--- src/rtl/gnrl_pipe_fifo_pkg.sv ---
// Shared types and width helpers for the pipeline FIFO slice.
package gnrl_pipe_fifo_pkg;

  // Per-cycle handshake outcome, encoded as {push, pop}.
  typedef enum logic [1:0] {
    FIFO_IDLE = 2'b00,
    FIFO_POP  = 2'b01,
    FIFO_PUSH = 2'b10,
    FIFO_BOTH = 2'b11
  } fifo_op_e;

  // Pointer width: a single-entry FIFO still needs one pointer bit.
  function automatic int ptr_width(input int dp);
    return (dp > 1) ? $clog2(dp) : 1;
  endfunction

  // Occupancy width: must be able to represent 0..dp inclusive.
  function automatic int count_width(input int dp);
    return $clog2(dp + 1);
  endfunction

endpackage

--- src/rtl/gnrl_dffl.sv ---
// Load-enable storage register without reset, used for FIFO data entries.
module gnrl_dffl #(
  parameter int DW = 32
) (
  input  logic          clk,
  input  logic          lden,
  input  logic [DW-1:0] dnxt,
  output logic [DW-1:0] qout
);

  logic [DW-1:0] qout_d;
  logic [DW-1:0] qout_q;

  // Capture new data only when the load enable is high, otherwise hold.
  always_comb begin
    qout_d = qout_q;
    if (lden) qout_d = dnxt;
  end

  // Data storage flop; deliberately has no reset.
  always_ff @(posedge clk) begin
    qout_q <= qout_d;
  end

  assign qout = qout_q;

endmodule

--- src/rtl/gnrl_fifo_ptr.sv ---
// Wrapping pointer counter for FIFO read/write positions.
module gnrl_fifo_ptr
  import gnrl_pipe_fifo_pkg::*;
#(
  parameter int DP = 4
) (
  input  logic                     clk,
  input  logic                     rst_n,
  input  logic                     clr,
  input  logic                     inc,
  output logic [ptr_width(DP)-1:0] ptr
);

  localparam int            PW   = ptr_width(DP);
  localparam logic [PW-1:0] LAST = PW'(DP - 1);

  logic [PW-1:0] ptr_d;
  logic [PW-1:0] ptr_q;

  // Clear wins over increment; wrap explicitly so non-power-of-two depths work.
  always_comb begin
    ptr_d = ptr_q;
    if (clr) begin
      ptr_d = '0;
    end else if (inc) begin
      ptr_d = (ptr_q == LAST) ? '0 : ptr_q + PW'(1);
    end
  end

  // Pointer register with synchronous active-low reset.
  always_ff @(posedge clk) begin
    if (!rst_n) ptr_q <= '0;
    else        ptr_q <= ptr_d;
  end

  assign ptr = ptr_q;

endmodule

--- src/rtl/gnrl_pipe_fifo.sv ---
// Synchronous valid/ready FIFO decoupling two pipeline stages in one clock domain.
module gnrl_pipe_fifo
  import gnrl_pipe_fifo_pkg::*;
#(
  parameter int DW = 32,
  parameter int DP = 4
) (
  input  logic                       clk,
  input  logic                       rst_n,
  input  logic                       flush,
  input  logic                       i_vld,
  output logic                       i_rdy,
  input  logic [DW-1:0]              i_dat,
  output logic                       o_vld,
  input  logic                       o_rdy,
  output logic [DW-1:0]              o_dat,
  output logic [count_width(DP)-1:0] count
);

  localparam int            PW   = ptr_width(DP);
  localparam int            CW   = count_width(DP);
  localparam logic [CW-1:0] FULL = CW'(DP);

  logic          push;
  logic          pop;
  logic          wr_en;
  fifo_op_e      op;
  logic [PW-1:0] rptr;
  logic [PW-1:0] wptr;
  logic [CW-1:0] count_d;
  logic [CW-1:0] count_q;
  logic [DW-1:0] mem [DP];

  // Ready/valid come only from registered occupancy: no pass-through or bypass.
  assign i_rdy = (count_q != FULL);
  assign o_vld = (count_q != '0);
  assign push  = i_vld & i_rdy;
  assign pop   = o_vld & o_rdy;
  assign wr_en = push & ~flush;
  assign op    = fifo_op_e'({push, pop});

  gnrl_fifo_ptr #(.DP(DP)) u_rptr (
    .clk   (clk),
    .rst_n (rst_n),
    .clr   (flush),
    .inc   (pop),
    .ptr   (rptr)
  );

  gnrl_fifo_ptr #(.DP(DP)) u_wptr (
    .clk   (clk),
    .rst_n (rst_n),
    .clr   (flush),
    .inc   (push),
    .ptr   (wptr)
  );

  for (genvar k = 0; k < DP; k++) begin : g_mem
    gnrl_dffl #(.DW(DW)) u_entry (
      .clk  (clk),
      .lden (wr_en & (wptr == PW'(k))),
      .dnxt (i_dat),
      .qout (mem[k])
    );
  end

  // Head-of-queue read mux; explicit compare keeps non-power-of-two depths in range.
  always_comb begin
    o_dat = mem[0];
    for (int k = 0; k < DP; k++) begin
      if (rptr == PW'(k)) o_dat = mem[k];
    end
  end

  // Occupancy update: flush empties, simultaneous push and pop leave it unchanged.
  always_comb begin
    count_d = count_q;
    if (flush) begin
      count_d = '0;
    end else begin
      case (op)
        FIFO_PUSH: count_d = count_q + CW'(1);
        FIFO_POP:  count_d = count_q - CW'(1);
        default:   count_d = count_q;
      endcase
    end
  end

  // Occupancy register with synchronous active-low reset.
  always_ff @(posedge clk) begin
    if (!rst_n) count_q <= '0;
    else        count_q <= count_d;
  end

  assign count = count_q;

  a_ctrl_known: assert property (@(posedge clk) disable iff (!rst_n)
                                 !$isunknown({i_vld, o_rdy, flush}));

endmodule

--- config.mk ---
export PLATFORM = sky130hd
export DESIGN_NAME = gnrl_pipe_fifo
export DESIGN_NICKNAME = d
export VERILOG_FILES = /design/src/rtl/gnrl_pipe_fifo_pkg.sv /design/src/rtl/gnrl_dffl.sv /design/src/rtl/gnrl_fifo_ptr.sv /design/src/rtl/gnrl_pipe_fifo.sv
export SDC_FILE = /design/constraint.sdc
export NUM_CORES = 1
export LEC_CHECK = 0
export BUFFER_PORTS_ARGS = -buffer_cell sky130_fd_sc_hd__buf_2
export CAP_MARGIN = 10
export CORE_MARGIN = 8
export CORE_UTILIZATION = 40
export DETAILED_ROUTE_END_ITERATION = 6
export SLEW_MARGIN = 0
export SYNTH_ARGS = -nofsm -noshare
export SYNTH_HDL_FRONTEND = slang
export SYNTH_SLANG_ARGS = --single-unit
--- constraint.sdc ---
create_clock -name clk -period 8.95 [get_ports clk]
set_clock_uncertainty 0.1 [all_clocks]
set_input_delay 0.4475 -clock clk [delete_from_list [all_inputs] [get_ports clk]]
set_output_delay 0.4475 -clock clk [all_outputs]
set_load 0.02 [all_outputs]
After elaboration in Yosys (flattened, before gate mapping)
Index checks and enable logic that the tools add are counted.
- eq/ne operators: 9
- bitwise gates (word level): 9
- reduce and logical (&&, ||, !) cells: 4
- add/subtract/negate cells: 4
- multiplexer cells: 6
- operators with widths (operator ; number):
    $mux 32 ; 3
    $eq 2x2->1 const B ; 5
    $and 1x1->1 ; 7
    $eq 2x1->1 const B ; 3
    $pmux 3 s2 ; 1
    $add 2x1->2 const B ; 2
    $mux 2 ; 2
    $add 3x1->3 const B ; 1
    $ne 3x3->1 const B ; 1
    $reduce_bool 3->1 ; 1
    $sub 3x1->3 const B ; 1
    $logic_not 2->1 ; 1
    $not 1->1 ; 2
    $reduce_bool 2->1 ; 1
    $reduce_or 2->1 ; 1
- output and inout bits: 37
- register bits after elaboration: 135
- input port bits: 37

Logic depth before layout (Yosys ltp)
Gate-level depths: netlist of run 1.
- word-level depth: 4
- mapped depth: 8
- depth with buffers taken out: 8

By module
Synthesis of run 1 repeated with hierarchy kept, for this count alone.
- cell total of the unflattened synthesis: 213
- area, all modules: 5074.9 µm²
- by module, submodules not included (module ; area an instance (µm²) ; instances ; cells an instance):
    gnrl_dffl ; 960.9 ; 4 ; 32
    gnrl_pipe_fifo ; 1038.5 ; 1 ; 67
    gnrl_fifo_ptr ; 96.3 ; 2 ; 9

Least setup slack after synthesis of run 1
Ideal clock, no wire load.
- kind: reg2reg
- start: register count_q[0], in the netlist count[0]
- end: register g_mem[0].u_entry.qout_q[0], enable pin
- stages on the path, launching flop included: 4
- buffers on the path: 0
- slack: 5.136 ns
- data arrival time: 3.246 ns
- cells stage by stage: dfxtp_1 or3b_4 nand2_4 nor3b_1
- word-level cells in the longest chain between the ends: 4
- ends and longest elaborated chain (element ; line ; text):
    from (decl) ; gnrl_pipe_fifo.sv:31 ; logic [CW-1:0] count_q;
    from (signal assigned) ; gnrl_pipe_fifo.sv:92 ; else count_q <= count_d;
    $ne 3x3->1 ; gnrl_pipe_fifo.sv:35 ; assign i_rdy = (count_q != FULL);
    named net i_rdy ; gnrl_pipe_fifo.sv:12 ; output logic i_rdy,
    $and 1x1->1 ; gnrl_pipe_fifo.sv:37 ; assign push = i_vld & i_rdy;
    $and 1x1->1 ; gnrl_pipe_fifo.sv:39 ; assign wr_en = push & ~flush;
    $and 1x1->1 ; gnrl_pipe_fifo.sv:61 ; .lden (wr_en & (wptr == PW'(k))),
    named net g_mem[0].u_entry.lden ; gnrl_dffl.sv:6 ; input logic lden,
    to (signal assigned) ; gnrl_dffl.sv:22 ; qout_q <= qout_d;
    to (decl) ; gnrl_dffl.sv:12 ; logic [DW-1:0] qout_q;
The timed path passes the listed nets, and every way through them passes these cells.
A chain may end at the register's enable or synchronous reset.

Worst setup path after layout of run 1
- start: register u_rptr.ptr_q[0], in the netlist u_rptr.ptr[0]
- end: output port o_dat[30]
- word-level cells in the longest chain between the ends: 4
- ends and longest elaborated chain (element ; line ; text):
    from (decl) ; gnrl_fifo_ptr.sv:18 ; logic [PW-1:0] ptr_q;
    from (signal assigned) ; gnrl_fifo_ptr.sv:33 ; else ptr_q <= ptr_d;
    $eq 2x1->1 ; gnrl_pipe_fifo.sv:71 ; if (rptr == PW'(k)) o_dat = mem[k];
    $mux 32 (2 in series) ; gnrl_pipe_fifo.sv:71 ;
    $mux 32 (*) ; gnrl_pipe_fifo.sv:71 ;
    to (decl) ; gnrl_pipe_fifo.sv:16 ; output logic [DW-1:0] o_dat,
Mark *: on every way between the ends. The rest lies on a longest branch, timed or not.

==> results of run 1 <==
## final timing paths
check                         endpoint  depth (start not counted)  slack [ns]
min reg2reg              u_wptr.ptr[1]                          2        0.40
max                          o_dat[30]                          5        5.82
max reg2reg                   count[2]                          8        6.59
min          g_mem[2].u_entry.qout[12]                          1        0.16
## logic make-up after synthesis
| family | after synthesis |
|---|---|
| AOI/OAI and AO/OA | 38 |
| xor gates and xnor gates | 2 |
| adders and majority gates | 9 |
| buffers and inverters | 22 |
| DFF | 135 |
| muxes | 66 |
| and+or+nand+nor | 52 |
## final cells by class
| cell class | instances | area (sq um) |
|---|---|---|
| Inverter | 7 | 26.3 |
| Timing Repair Buffer | 82 | 433 |
| Clock inverter | 11 | 155 |
| Tap cell | 180 | 225 |
| Fill cell | 1214 | 7090 |
| Clock buffer | 21 | 440 |
| Multi-Input combinational cell | 167 | 1310 |
| Sequential cell | 135 | 3980 |
## through the flow
| step | instances | hold slack, ns |
|---|---|---|
| after floorplan | 324 | 0.371 |
| after global placement | 571 | 0.388 |
| after detailed placement | 571 | 0.402 |
| after CTS | 603 | 0.141 |
| after global routing | 603 | 0.142 |
| final | 603 | 0.160 |
## placed cells by master (no fill, tap or decap), types with 5 or more instances in the layout
cell	n
inv_1	7
clkinv_1	5
o21ai_1	32
buf_2	73
mux2_2	32
mux2i_1	34
ha_1	5
clkbuf_16	17
edfxtp_1	128
dfxtp_1	7
nand2_1	35
buf_4	9
nor2_1	5
## flip-flops by register name, indices dropped and copies added, names as in the netlist
| register | count |
|---|---|
| g_mem.u_entry.qout | 128 |
| u_rptr.ptr | 2 |
| count | 3 |
| u_wptr.ptr | 2 |
## where the power goes
group | switching (mW) | leakage [nW] | internal [mW]
registers | 0.00346 | 1.22 | 0.703
logic | 0.0507 | 0.716 | 0.0332
clock network | 0.237 | 0.283 | 0.461
total | 0.291 | 2.22 | 1.20
## Yosys cell counts, types with 2 or more instances
library cell	instances	area share (%)
xor2_1	2	0.32
buf_12	5	1.8
nor2_1	5	0.34
inv_1	7	0.48
or3_1	3	0.34
a21oi_1	2	0.18
dfxtp_1	7	2.6
nand2_1	35	2.4
buf_2	5	0.46
buf_6	3	0.62
ha_1	8	1.8
mux2i_1	34	6.2
edfxtp_1	128	70
mux2_2	32	6.6
o21ai_1	32	2.9
nor3b_1	4	0.55
## per-layer routing
metal | track usage (%) | vias up | wire length (microns)
li1 | - | 1394 | -
met1 | 14.2 | 1429 | 4410
met2 | 19.1 | 67 | 4900
met3 | 4.56 | 13 | 581
met4 | 4.49 | 0 | 153
met5 | 0 | - | 0
==> flow_metrics.py, run 1 <==
metrics = {
    "clock_tree": {
        "clk_latency_ns": 0.40,
        "clkTransAtPathRegs_ns": 0.05,
        "cts_tree": "done",
        "clock-sinks": 135,
        "cts_hold_buf": 0,
        "cts-root-buf": "clkbuf_16",
        "cts_buffer_depth": 2,
        "cts_setup_buffers": 0,
        "cts-buffers-inserted": 17,
        "post_cts_resize_count": 0,
        "ctsHtreeMaxLevel": 4,
    },
    "place": {
        "place_ws_ns": 6.19,
        "io_buffers": 73,
        "hpwl_mm": 6.35,
        "detailed_place.area_sq_mm": 0.00598,
        "gp_congestion": 0.701,
    },
    "critical_path": {
        "path_buf_inv": 1,
        "slowest_stage": "ha_2",
        "critPathTopFamily": "adder cells",
        "critPathRequiredTime_ns": 8.40,
        "r2r-start": "count[2]",
        "cp-end-kind": "output port",
        "cp_max_fo": 32,
        "crit_type": "reg2out",
        "cp.arrival_ns": 2.59,
        "max_stage_delay_ns": 0.95,
        "cp-startpoint": "u_rptr.ptr[0]",
        "cp-start-kind": "flip-flop",
        "worstPathCellList": "ha_2 > mux2i_1 > o21ai_1 > mux2_2 > buf_2",
    },
    "route": {
        "drtIter0Drc": 223,
        "wirelength_mm": 10.0,
        "postRouteAntennaNets": 0,
        "first_pass_iters": 4,
        "drc": 0,
        "wl_per_cell_microns": 16.7,
        "num_vias": 2903,
        "via_per_inst": 4.81,
    },
    "run_status": {
        "status": "completed",
    },
    "yosys": {
        "async_flop_share_pct": 0,
        "ys_warn_count": 0,
        "synth_flop_cell": "edfxtp_1",
        "synthCells": 324,
        "syn_nets": 370,
        "ys_seq_area_share_pct": 72.5,
        "synth_area_per_cell_sq_um": 16.9,
        "synth_top_family_by_area": "multiplexers",
        "synth_edf_count": 128,
        "yosys.area_share.simple_pct": 4.49,
        "ys_types": 28,
        "synth-seq-cells": 135,
        "yosys.area_share.adder_pct": 2.19,
        "muxShareOfSynthArea_pct": 12.8,
        "synth_compound_area_share_pct": 3.62,
        "synth_area_sq_mm": 0.00549,
        "synthXorXnorAreaFrac_pct": 0.319,
    },
    "floorplanning": {
        "die_y_microns": 133,
        "fp.dieW_microns": 133,
        "num_io_pins": 74,
        "initial_core_util_pct": 40.2,
        "num_rows": 43,
        "die_area_sq_mm": 0.0177,
        "coreArea_sq_mm": 0.0137,
    },
    "timing": {
        "hold_viol_final": 0,
        "rsz0062_at_grt": "no",
        "fin_ws_ns": 5.82,
        "setup_viol": 0,
        "max_freq_ghz": 0.319,
        "tns_ns": 0,
        "worst_pin_slew_ns": 1.12,
        "slew_headroom_pct": 25.6,
        "finalMaxSlewViolations": 0,
        "fin_crit_sh_pct": 35.0,
        "fin_crit_ns": 3.13,
    },
    "cells_and_area": {
        "final_nets": 456,
        "final_core_util_pct": 48.1,
        "design_area_sq_mm": 0.00658,
        "drive_gt1_share_pct": 34.8,
        "syn_to_final_growth_pct": 19.7,
        "antenna_cells": 0,
    },
    "grt": {
        "grt-ovfl-total": 0,
        "grt_pass1_wl_mm": 16.2,
        "grt_max_degree": 37,
        "grt_use_total_pct": 11.9,
        "grt_pass1_vias": 3080,
        "antenna_found_initial": 0,
    },
    "min_path": {
        "hold_path_startpoint": "i_dat[12]",
        "min_path_type": "in2reg",
    },
    "run": {
        "drv_cap": 0,
    },
    "power_and_ir_drop": {
        "finalPower_mw": 1.49,
        "peakVddDrop_mv": 0.120,
        "powerDensity_mw_per_mm2": 227,
        "leakage_nw": 2.22,
    },
}
(Power assumes the default switching activity.)
==> inputs of run 2 (changes only) <==
--- a/config.mk
+++ b/config.mk
@@ -5,6 +5,7 @@
 export SDC_FILE = /design/constraint.sdc
 export NUM_CORES = 1
 export LEC_CHECK = 0
+export ABC_AREA = 1
 export BUFFER_PORTS_ARGS = -buffer_cell sky130_fd_sc_hd__buf_2
 export CAP_MARGIN = 10
 export CORE_MARGIN = 8
==> constraint.sdc (replaced) <==
create_clock -name clk -period 2.75 [get_ports clk]
set_clock_uncertainty 0.1 [all_clocks]
set_input_delay 0.1375 -clock clk [delete_from_list [all_inputs] [get_ports clk]]
set_output_delay 0.1375 -clock clk [all_outputs]
set_load 0.02 [all_outputs]
==> run 2 against run 1 <==
Largest cell class unchanged. Clock-buffer cell count is 4 lower. Final cell count is 21% higher. Area after synthesis is 1.2% higher. Wire length is 18% higher. Sequential power grew to 3.3 times the previous value. Flip-flop and latch count stayed put. Power grew to 3.3 times the previous value. Critical path type unchanged. Largest power group unchanged. Cell area is 7.0% higher. Worst hold slack worse by 0.11 ns. Critical path depth is 1 higher.
==> flow_metrics.py, run 2 <==
metrics = {
    "route": {
        "num_vias": 3468,
        "postRouteAntennaNets": 0,
        "wirelength_mm": 11.9,
        "wl_per_cell_microns": 16.4,
        "first_pass_iters": 4,
        "via_per_inst": 4.77,
        "drc": 0,
        "drtIter0Drc": 170,
    },
    "cells_and_area": {
        "final_core_util_pct": 51.3,
        "antenna_cells": 0,
        "drive_gt1_share_pct": 26.9,
        "layout_common_cells": "edfxtp_1 (128), buf_2 (73), a21oi_1 (58)",
        "largest_reg_flops": 128,
        "fin_cells": 727,
        "design_area_sq_mm": 0.00704,
        "syn_to_final_growth_pct": 26.6,
        "final_nets": 580,
        "mostFrequentLayoutCell": "edfxtp_1",
        "fillers": 1192,
    },
    "grt": {
        "antenna_found_initial": 0,
        "grt-ovfl-total": 0,
        "grt_max_degree": 33,
        "grt_pass1_wl_mm": 19.0,
        "grt_use_total_pct": 13.8,
        "grt_pass1_vias": 3652,
    },
    "timing": {
        "slew_headroom_pct": 65.6,
        "finalMaxSlewViolations": 0,
        "tns_ns": 0,
        "fin_ws_ns": 0.312,
        "max_freq_ghz": 0.410,
        "setup_viol": 0,
        "fin_crit_ns": 2.44,
        "rsz0062_at_grt": "no",
        "hold_viol_final": 0,
        "fin_crit_sh_pct": 88.7,
        "worst_pin_slew_ns": 0.516,
    },
    "yosys": {
        "ys_types": 22,
        "ys_warn_count": 0,
        "yosysMostFrequentCell": "edfxtp_1",
        "ys_top_cells_by_area": "edfxtp_1 (69%), a21oi_1 (5.2%), inv_1 (3.4%), nand2_1 (3.0%), nor2_1 (3.0%)",
        "yosys.area_share.adder_pct": 2.16,
        "synth_area_sq_mm": 0.00556,
        "synth_area_per_cell_sq_um": 13.3,
        "ys_seq_area_share_pct": 71.7,
        "syn_nets": 463,
        "synth_edf_count": 128,
        "yosys.area_share.simple_pct": 6.94,
        "muxShareOfSynthArea_pct": 0,
        "async_flop_share_pct": 0,
        "ys_top_cells_by_count": "edfxtp_1 (128), a21oi_1 (58), inv_1 (50), nand2_1 (45), nor2_1 (45)",
        "synthXorXnorAreaFrac_pct": 0,
        "synth-seq-cells": 135,
        "synth_top_family_by_area": "compound AO/OA/AOI/OAI gates",
        "synth_compound_area_share_pct": 12.2,
        "synth_flop_cell": "edfxtp_1",
        "yosysTopAreaCell": "edfxtp_1",
        "synthCells": 417,
        "synth_top_area_share_pct": 69.2,
    },
    "place": {
        "gp_congestion": 0.715,
        "hpwl_mm": 7.32,
        "place_ws_ns": 0.716,
        "dp_cells": 661,
        "detailed_place.area_sq_mm": 0.00609,
        "io_buffers": 73,
    },
    "clock_tree": {
        "clock-sinks": 135,
        "cts_setup_buffers": 0,
        "cts_buffer_depth": 2,
        "ctsHtreeMaxLevel": 4,
        "cts-root-buf": "clkbuf_16",
        "clkTransAtPathRegs_ns": 0.06,
        "cts-buffers-inserted": 17,
        "cts_tree": "done",
        "clk_latency_ns": 0.40,
    },
    "power_and_ir_drop": {
        "pwr-share-seq_pct": 46.3,
        "intPower_mw": 3.94,
        "leakage_nw": 2.64,
        "p_clk_share_pct": 46.3,
        "powerDensity_mw_per_mm2": 709,
        "p_sw_mw": 1.05,
        "comb_power_share_pct": 7.4,
        "swShare_pct": 21.0,
        "peakVddDrop_mv": 0.356,
    },
    "critical_path": {
        "rr_endpoint": "count[2]",
        "r2r_cells": 11,
        "critPathRequiredTime_ns": 2.51,
        "crit_type": "reg2out",
        "cp-end-kind": "output port",
        "cp-start-kind": "flip-flop",
        "r2r_setup_slack_ns": 0.83,
        "r2r-start": "count[0]",
        "cp.arrival_ns": 2.20,
        "cp_max_fo": 32,
    },
    "min_path": {
        "min_delay_path_depth": 5,
        "min_path_type": "in2reg",
        "holdPathEnd": "u_wptr.ptr[1]",
        "hold_path_startpoint": "rst_n",
    },
    "floorplanning": {
        "die_area_sq_mm": 0.0179,
        "num_io_pins": 74,
        "initial_core_util_pct": 40.5,
        "die_y_microns": 134,
        "fp.dieW_microns": 134,
        "num_rows": 43,
        "coreArea_sq_mm": 0.0137,
    },
    "run_status": {
        "status": "completed",
    },
    "run": {
        "drv_cap": 0,
    },
}
-- run 2: changes by cell type after synthesis, moves of 22 or more --
cell	previous run	this run
mux2_2	32	0
o211ai_1	0	22
a21oi_1	2	58
mux2i_1	34	0
nor2_1	5	45
o21ai_1	32	0
inv_1	7	50
-- run 2: repair_timing --
action                                 4_1_cts  5_1_grt
endpoints found under the hold margin      130        0
gates resized for setup                      0        0
hold buffers                                34        0
-- run 2: per-layer routing --
metal | vias to the layer above | GRT usage (%) | share of wire (%)
met4 | 0 | 4.80 | 0.70
met5 | - | 0 | 0
met3 | 7 | 4.34 | 4.8
met1 | 1673 | 16.0 | 45
li1 | 1706 | - | -
met2 | 82 | 23.4 | 50
-- run 2: worst max path at each step --
stage	cells past startpoint	end	slack, ns	from
finish	6	o_dat[31]	0.31	u_rptr.ptr[0]
detailed placement	6	o_dat[31]	0.72	u_rptr.ptr[0]
global placement	6	o_dat[31]	0.74	u_rptr.ptr[0]
global route	6	o_dat[4]	0.18	u_rptr.ptr[0]
floorplan	4	g_mem[0].u_entry.qout[0]	0.005	count[1]
CTS	6	o_dat[31]	0.25	u_rptr.ptr[0]
-- run 2: critical path, cell delays in order, from the launching register on --
cell	delay, ns
dfxtp_1	0.34
inv_1	0.10
ha_2	0.41
clkinv_4	0.39
o211ai_1	0.27
a21oi_1	0.10
buf_2	0.17
-- run 2: area by class of cell --
class | count | area (sq um) | share of cell area [%]
clock buffer | 17 | 425 | 6.05
timing repair buffer | 119 | 796 | 11.3
tap | 180 | 225 | 3.20
sequential | 135 | 3980 | 56.6
inverter | 52 | 201 | 2.86
clock inverter | 15 | 184 | 2.61
multi-input combinational | 209 | 1220 | 17.4
-- run 2: logic make-up (layout without fill, tap and decap cells) --
family,after synthesis,after routing
AOI/OAI and AO/OA,102,102
adders and majority gates,9,9
buffers and inverters,73,203
DFF,135,135
and+or+nand+nor,98,98
-- run 2: power groups by stage --
stage               Clock, mW  Sequential (mW)  Combinational (mW)
CTS                      2.35             2.31               0.380
global placement            0             2.35               0.335
detailed placement          0             2.35               0.341
finish                   2.31             2.31               0.371
floorplan                   0             2.35               0.203
global route             2.43             2.31               0.410
-- run 2: through the flow --
stage / power [mW] / hold slack [ns]
2_1_floorplan: 2.56 / 0.136
3_3_place_gp: 2.68 / 0.252
3_5_place_dp: 2.69 / 0.253
4_1_cts: 5.03 / 0.0331
5_1_grt: 5.15 / 0.0747
6_report: 4.99 / 0.0456
==> inputs of run 3 (changes only) <==
--- a/config.mk
+++ b/config.mk
@@ -11,6 +11,7 @@
 export CORE_MARGIN = 8
 export CORE_UTILIZATION = 40
 export DETAILED_ROUTE_END_ITERATION = 6
+export PLACE_DENSITY = 0.61
 export SLEW_MARGIN = 0
 export SYNTH_ARGS = -nofsm -noshare
 export SYNTH_HDL_FRONTEND = slang
==> constraint.sdc (replaced) <==
create_clock -name clk -period 2.75 [get_ports clk]
set_clock_uncertainty 0.1 [all_clocks]
set_input_delay 0.4125 -clock clk [delete_from_list [all_inputs] [get_ports clk]]
set_output_delay 0.4125 -clock clk [all_outputs]
set_load 0.02 [all_outputs]
==> run 3 against run 2 <==
Die area unchanged. Core utilization shrank 2.2 points. First-iteration DRC count rose by 15%.
==> flow_metrics.py, run 3 (synthesis gave the netlist of run 2 again) <==
metrics = {
    "cells_and_area": {
        "syn_to_final_growth_pct": 21.1,
        "fin_cells": 694,
        "layout_common_cells": "edfxtp_1 (128), buf_2 (73), a21oi_1 (58)",
        "fillers": 1210,
        "mostFrequentLayoutCell": "edfxtp_1",
        "largest_reg_flops": 128,
        "final_nets": 547,
        "drive_gt1_share_pct": 28.6,
        "antenna_cells": 0,
        "design_area_sq_mm": 0.00673,
    },
    "place": {
        "io_buffers": 73,
        "dp_cells": 662,
        "detailed_place.area_sq_mm": 0.00609,
        "place_ws_ns": 0.378,
        "hpwl_mm": 7.40,
        "gp_congestion": 0.720,
    },
    "critical_path": {
        "worstPathCellList": "ha_2 > buf_4 > a21oi_1 > a21oi_1 > buf_2",
        "cp-end-kind": "output port",
        "critPathRequiredTime_ns": 2.24,
        "critPathTopFamily": "buffers and inverters",
        "path_buf_inv": 2,
        "max_stage_delay_ns": 0.40,
        "cp_max_fo": 23,
        "cp.arrival_ns": 2.06,
        "crit_type": "reg2out",
        "worst_path_most_repeated_cell": "a21oi_1",
        "slowest_stage": "ha_2",
        "cp-start-kind": "flip-flop",
    },
    "floorplanning": {
        "num_rows": 43,
        "fp.dieW_microns": 134,
        "coreArea_sq_mm": 0.0137,
        "initial_core_util_pct": 40.5,
        "num_io_pins": 74,
        "die_y_microns": 134,
        "die_area_sq_mm": 0.0179,
    },
    "route": {
        "drc": 0,
        "wirelength_mm": 11.9,
        "wl_per_cell_microns": 17.1,
        "via_per_inst": 4.86,
        "postRouteAntennaNets": 0,
        "drtIter0Drc": 196,
        "num_vias": 3375,
        "first_pass_iters": 4,
    },
    "clock_tree": {
        "ctsHtreeMaxLevel": 4,
        "post_cts_resize_count": 1,
        "cts-root-buf": "clkbuf_16",
        "cts_tree": "done",
        "cts_setup_buffers": 0,
        "clkTransAtPathRegs_ns": 0.06,
        "cts_hold_buf": 0,
        "clock-sinks": 135,
        "cts-buffers-inserted": 17,
        "clk_latency_ns": 0.41,
        "cts_buffer_depth": 2,
    },
    "timing": {
        "tns_ns": 0,
        "rsz0062_at_grt": "no",
        "hold_viol_final": 0,
        "max_freq_ghz": 0.389,
        "slew_headroom_pct": 68.2,
        "fin_crit_sh_pct": 93.4,
        "setup_viol": 0,
        "fin_ws_ns": 0.181,
        "worst_pin_slew_ns": 0.478,
        "finalMaxSlewViolations": 0,
        "fin_crit_ns": 2.57,
    },
    "power_and_ir_drop": {
        "peakVddDrop_mv": 0.566,
        "powerDensity_mw_per_mm2": 751,
        "leakage_nw": 2.51,
    },
    "run": {
        "drv_cap": 0,
    },
    "grt": {
        "grt-ovfl-total": 0,
        "grt_use_total_pct": 13.9,
        "grt_pass1_wl_mm": 19.0,
        "grt_pass1_vias": 3561,
        "grt_max_degree": 43,
        "antenna_found_initial": 0,
    },
    "run_status": {
        "status": "completed",
    },
    "min_path": {
        "min_path_type": "in2reg",
    },
}
## run 3: final timing paths
check	to	from	cells past startpoint	slack (ns)
hold / removal	g_mem[0].u_entry.qout[18]	i_dat[18]	1	0.11
hold reg to reg	u_rptr.ptr[1]	u_rptr.ptr[1]	2	0.45
setup reg to reg	count[2]	count[2]	12	0.87
setup / recovery	o_dat[10]	u_rptr.ptr[1]	5	0.18
## run 3: metrics by stage
step | hold WS, ns | utilization (%) | total power, mW
after floorplan | 0.402 | - | 2.56
after global placement | 0.426 | 44.4 | 2.68
after detailed placement | 0.445 | 44.4 | 2.69
after CTS | 0.102 | 49.1 | 5.11
after global routing | 0.0993 | 49.1 | 5.22
final | 0.115 | 49.1 | 5.06
## run 3: cell type report
type / count / area (sq um) / area share (%)
well taps: 180 / 225 / 3.35
repair buffers: 86 / 463 / 6.88
clock buffers: 17 / 425 / 6.32
flip-flops and latches: 135 / 3980 / 59.2
inverters: 52 / 205 / 3.05
clock inverters: 15 / 208 / 3.09
multi-input cells: 209 / 1220 / 18.1
## run 3: power by group
group / switching, mW / leakage, nW / internal [mW] / total [mW]
clock: 0.818 / 0.302 / 1.59 / 2.41
sequential: 0.0141 / 1.22 / 2.30 / 2.31
combinational: 0.221 / 0.991 / 0.114 / 0.335
## run 3: per-layer routing
layer	up-vias	global-route usage [%]	routed length (microns)	share of wire, %
met1	1640	16.0	5060	43
met4	0	5.74	100	0.84
met5	-	0	0	0
met2	82	23.3	6050	51
met3	7	4.79	677	5.7
li1	1646	-	-	-
